$ cat src/rtl/mem_access_unit.sv
// rtl/mem_access_unit.sv - MIPS load/store front-end for a word-wide asynchronous-read data RAM
// Sub-word stores are read-modify-write; loads are lane-extracted and sign/zero-extended.
module mem_access_unit #(
   parameter bit WORD_ADDR = 1'b1
) (
   input  logic        clk,
   input  logic        rst_n,
   input  logic        req_valid,
   output logic        req_ready,
   input  logic        req_we,
   input  logic [1:0]  req_size,
   input  logic        req_signed,
   input  logic [31:0] req_addr,
   input  logic [31:0] req_wdata,
   output logic        resp_valid,
   output logic [31:0] resp_rdata,
   output logic        resp_err,
   output logic        mem_we,
   output logic [31:0] mem_addr,
   output logic [31:0] mem_wdata,
   input  logic [31:0] mem_rdata
);

   typedef enum logic [1:0] {IDLE, READ, WRITE, RESP} state_t;

   state_t      state_q, state_d;
   logic        r_we, r_signed, r_err;
   logic [1:0]  r_size;
   logic [31:0] r_addr, r_wdata, buf_q;
   logic [31:0] mem_addr_q, mem_wdata_q, resp_rdata_q;
   logic        resp_err_q;
   logic        req_err;
   logic [31:0] addr_now, wdata_now, rdata_now;

   function automatic logic [31:0] extract_lane(input logic [31:0] w, input logic [1:0] lo,
                                                input logic [1:0] sz, input logic sgn);
      logic [7:0]  b;
      logic [15:0] h;
      b = w[{lo, 3'b000} +: 8];
      h = lo[1] ? w[31:16] : w[15:0];
      case (sz)
         2'b00:   return {{24{sgn & b[7]}}, b};
         2'b01:   return {{16{sgn & h[15]}}, h};
         default: return w;
      endcase
   endfunction

   function automatic logic [31:0] merge_lane(input logic [31:0] w, input logic [31:0] d,
                                              input logic [1:0] lo, input logic [1:0] sz);
      logic [31:0] m;
      m = w;
      case (sz)
         2'b00: m[{lo, 3'b000} +: 8] = d[7:0];
         2'b01: if (lo[1]) m[31:16] = d[15:0]; else m[15:0] = d[15:0];
         default: m = d;
      endcase
      return m;
   endfunction

   assign req_err = (req_size == 2'b11) ||
                    (req_size == 2'b01 && req_addr[0]) ||
                    (req_size == 2'b10 && req_addr[1:0] != 2'b00);

   assign addr_now  = WORD_ADDR ? {2'b00, r_addr[31:2]} : {r_addr[31:2], 2'b00};
   assign wdata_now = (r_size == 2'b10) ? r_wdata : merge_lane(buf_q, r_wdata, r_addr[1:0], r_size);
   assign rdata_now = (!r_we && !r_err) ? extract_lane(buf_q, r_addr[1:0], r_size, r_signed) : 32'h0;

   // Live values are shown while a state owns them; otherwise the last value is held.
   assign req_ready  = (state_q == IDLE);
   assign resp_valid = (state_q == RESP);
   assign mem_we     = (state_q == WRITE) && rst_n;
   assign mem_addr   = (state_q == READ || state_q == WRITE) ? addr_now : mem_addr_q;
   assign mem_wdata  = (state_q == WRITE) ? wdata_now : mem_wdata_q;
   assign resp_rdata = (state_q == RESP) ? rdata_now : resp_rdata_q;
   assign resp_err   = (state_q == RESP) ? r_err : resp_err_q;

   always_comb begin
      state_d = state_q;
      case (state_q)
         IDLE: begin
            if (req_valid) begin
               if (req_err)                           state_d = RESP;
               else if (req_we && req_size == 2'b10)  state_d = WRITE;
               else                                   state_d = READ;
            end
         end
         READ:    state_d = r_we ? WRITE : RESP;
         WRITE:   state_d = RESP;
         default: state_d = IDLE;
      endcase
   end

   always_ff @(posedge clk) begin
      if (!rst_n) begin
         state_q      <= IDLE;
         r_we         <= 1'b0;
         r_signed     <= 1'b0;
         r_err        <= 1'b0;
         r_size       <= 2'b00;
         r_addr       <= 32'h0;
         r_wdata      <= 32'h0;
         buf_q        <= 32'h0;
         mem_addr_q   <= 32'h0;
         mem_wdata_q  <= 32'h0;
         resp_rdata_q <= 32'h0;
         resp_err_q   <= 1'b0;
      end else begin
         state_q <= state_d;
         case (state_q)
            IDLE: begin
               if (req_valid) begin
                  r_we     <= req_we;
                  r_signed <= req_signed;
                  r_err    <= req_err;
                  r_size   <= req_size;
                  r_addr   <= req_addr;
                  r_wdata  <= req_wdata;
               end
            end
            READ:  begin
               buf_q      <= mem_rdata;
               mem_addr_q <= addr_now;
            end
            WRITE: begin
               mem_addr_q  <= addr_now;
               mem_wdata_q <= wdata_now;
            end
            default: begin
               resp_rdata_q <= rdata_now;
               resp_err_q   <= r_err;
            end
         endcase
      end
   end

endmodule

$ cat config.mk
export PLATFORM = sky130hd
export DESIGN_NAME = mem_access_unit
export DESIGN_NICKNAME = d
export VERILOG_FILES = /design/src/rtl/mem_access_unit.sv
export SDC_FILE = /design/constraint.sdc
export NUM_CORES = 1
export LEC_CHECK = 0
export CORE_AREA = 2 2 150 152
export DETAILED_ROUTE_END_ITERATION = 10
export DIE_AREA = 0 0 152 154
export GPL_TIMING_DRIVEN = 0
export PLACE_DENSITY_LB_ADDON = 0.08
export SETUP_SLACK_MARGIN = 0.1
export SYNTH_ARGS = -nofsm -noshare
export SYNTH_HDL_FRONTEND = slang
export SYNTH_SLANG_ARGS = --single-unit
$ cat constraint.sdc
create_clock -name clk -period 2.4 [get_ports clk]
set_input_delay 0.48 -clock clk [delete_from_list [all_inputs] [get_ports clk]]
set_output_delay 0.48 -clock clk [all_outputs]
set_load 0.01 [all_outputs]
==> impl_metrics.yaml <==
worst_setup_path:
  crit_type: "register to primary output"
  rrSetupSlack_ns: 0.23
  crit_slowest_cell: "dfxtp_4"
  end_kind: "primary output"
  r2r-start: "r_addr[1]$_SDFFE_PN0P_"
  r2r_end: "resp_rdata_q[28]$_SDFFE_PN0N_"
  worst_r2r_path_depth: 9
  cp.required_ns: 1.92
  cp_top_family: "buffers and inverters"
  cp-start-kind: "register"
  cp_cell_sequence: "clkbuf_16 -> clkinvlp_4 -> ha_4 -> clkbuf_16 -> nor4b_4 -> buf_6 -> nand3_1 -> a41oi_2 -> buf_2"
  critical_path.max_fanout: 8
  cp.arrival_ns: 2.42
  path_buf_inv: 5
  cpPeakStageDelay_ns: 0.36
  crit_top_cell: "clkbuf_16"
hold_path:
  hold_start: "resp_rdata_q[6]$_SDFFE_PN0N_"
  min_path_cells: 2
  holdPathEnd: "resp_rdata_q[6]$_SDFFE_PN0N_"
  min-delay-path-class: "register to register"
timing:
  fmax_mhz: 345
  worst_slack_ns: -0.500
  min_period_over_period_pct: 121
  period_needed_ns: 2.90
  finalSetupViolCount: 90
  finClkSkew_ns: 0.0104
  rsz0062_at_grt: "yes"
  tns_ns: -24.28
  hold_violations: 0
  maxSlewViolCount: 0
  max_slew_margin_pct: 50.1
  worstMarginPinSlew_ns: 0.749
synthesis:
  synth_top_area_share_pct: 39.2
  synth_cell_types: 58
  syn_area_per_cell_um2: 8.69
  yosys_warnings: 0
  post-synth-top-area-cell: "dfxtp_1"
  seq_area_frac_synth_pct: 39.2
  synth_area_leaders: "dfxtp_1, nand2_1, mux2i_1"
  syn_area_um2: 10100
  yosysMostFrequentCell: "nand2_1"
  syn-instance-count: 1164
  ys_async_sr_fraction_pct: 0
  ys_seq_elements: 198
  synthFlopType: "dfxtp_1"
  yosys-top-cells-count: "nand2_1, dfxtp_1, o21ai_0, a21boi_0, nor2_1"
  synth_edf_count: 0
clock_tree:
  cts_root_buf: "clkbuf_16"
  clk_path_buf_depth: 2
  htree_levels: 4
  cts.sinks: 198
  clock_latency_ns: 0.45
  cts_tree: "done"
  hold_buffers: 0
  cts.clk_slew.worst_paths_ns: 0.08
  numCtsBuffers: 17
drt:
  wire_per_inst_um: 20.5
  viasPerCell: 5.62
  ant_nets: 0
  drc: 0
  wirelength_um: 36000
  drt_iter0_drc: 680
  via_count: 9853
  drt_first_pass_iters: 5
cells_and_area:
  drive_above_1_share_pct: 31.5
  multi_input_area_um2: 6720
  nets: 1574
  seq_area_um2: 3990
  diodes: 0
  areaGrowthSynthToFinish_pct: 49.7
  nFillCells: 1694
global_route:
  grt_overflow: 0
  grt_max_degree: 21
  antenna_found_initial: 0
  grt_pass1_vias: 9856
  grt_pass1_wl_um: 55100
  grt_usage_pct: 29.7
die:
  die-area_um2: 23400
  num_rows: 54
  pin_count: 203
  core_um2: 21700
  fp.dieW_um: 152
  start_util_pct: 46.6
  die_h_um: 154
place:
  port_buffers: 199
  dp_hpwl_um: 24000
  gp_congestion: 0.924
power_and_ir_drop:
  power.density_nw_per_um2: 1030
  vdd_ir_drop_max_mv: 0.544
  p_leak_uw: 0.00565
  total_power_uw: 15600
run_status:
  violations: "setup timing"
  status: "finished with violations"
run:
  maxCapViolCount: 0
## repair_timing
action,in CTS,in global routing
cloned,5,0
setup buffers,55,26
gates resized for setup,669,104
endpoints found under the setup margin,123,95
pin swaps,54,62
## final cells by class
class,instances,area share (%)
clock buffers,18,2.83
multi-input cells,858,44.3
clock inverters,14,1.20
plain buffers,100,5.36
flip-flops and latches,198,26.4
well taps,280,2.31
repair buffers,279,17.2
inverters,7,0.372
## registers in the layout, summed over array words and instances, names as in the netlist, 2 cells and up
name,cells
r_size,2
resp_rdata_q,32
r_addr,32
r_wdata,32
buf_q,32
mem_addr_q,30
mem_wdata_q,32
state_q,2
## through the flow
stage	instance area, um^2	instances	worst slack (ns)	hold WS [ns]	util, %
floorplan	10200	1165	0.0681	0.426	-
global placement	12600	1644	-0.879	0.433	58.0
detailed placement	12600	1644	-0.888	0.443	58.0
CTS	14600	1735	-0.485	0.452	67.2
global route	15100	1754	-0.566	0.470	69.8
finish	15100	1754	-0.500	0.452	69.8
## power breakdown
| group | internal (uW) | leakage (uW) | switching, uW |
|---|---|---|---|
| Combinational | 4030 | 0.00373 | 3970 |
| Sequential | 3930 | 0.00162 | 722 |
| Clock | 1510 | 0.000297 | 1490 |
| Total | 9460 | 0.00565 | 6180 |
## per-layer routing
| layer | vias up | track usage (%) | wire length [um] |
|---|---|---|---|
| met5 | - | 0 | 0 |
| met4 | 0 | 13.4 | 1460 |
| met3 | 104 | 6.91 | 2610 |
| met2 | 425 | 49.3 | 16800 |
| met1 | 4656 | 36.7 | 15100 |
| li1 | 4668 | - | - |
## worst max-delay path by stage
stage,from,cells past startpoint,slack [ns],end
floorplan,r_addr[1]$_SDFFE_PN0P_,9,0.07,mem_wdata[29]
global placement,r_addr[0]$_SDFFE_PN0P_,8,-0.88,mem_wdata[21]
detailed placement,r_addr[0]$_SDFFE_PN0P_,8,-0.89,mem_wdata[16]
CTS,r_addr[0]$_SDFFE_PN0P_,9,-0.49,mem_wdata[21]
global route,r_addr[0]$_SDFFE_PN0P_,9,-0.57,mem_wdata[6]
finish,r_addr[0]$_SDFFE_PN0P_,9,-0.50,mem_wdata[17]
## cells in the final DEF (no fill, tap or decap), types with 16 or more instances in the layout
master	count
buf_6	83
and3b_1	16
a21boi_0	69
buf_4	42
mux2_4	31
o21ai_0	61
a41oi_2	23
buf_2	65
dfxtp_1	188
nand2_1	198
o21ai_1	16
clkbuf_16	23
nor2b_1	62
mux2i_1	49
clkbuf_1	40
nor2_1	57
and2_1	57
clkdlybuf4s50_1	103
## tightest hold or removal path, delay by kind of cell (launching register included)
family / cells / cell delay, ns
AND/OR/NAND/NOR: 1 / 0.05
AO/OA/AOI/OAI: 1 / 0.05
flip-flops: 1 / 0.31
## cell families after synthesis
| family | after synthesis | synth area share [%] |
|---|---|---|
| AOI/OAI and AO/OA | 273 | 19.3 |
| adders and majority gates | 10 | 1.24 |
| buffers and inverters | 109 | 5.08 |
| DFF | 198 | 39.2 |
| muxes | 97 | 10.1 |
| other | 1 | 0.0371 |
| and+or+nand+nor | 476 | 25.0 |
No activity file was read; power rests on OpenSTA's default activity.
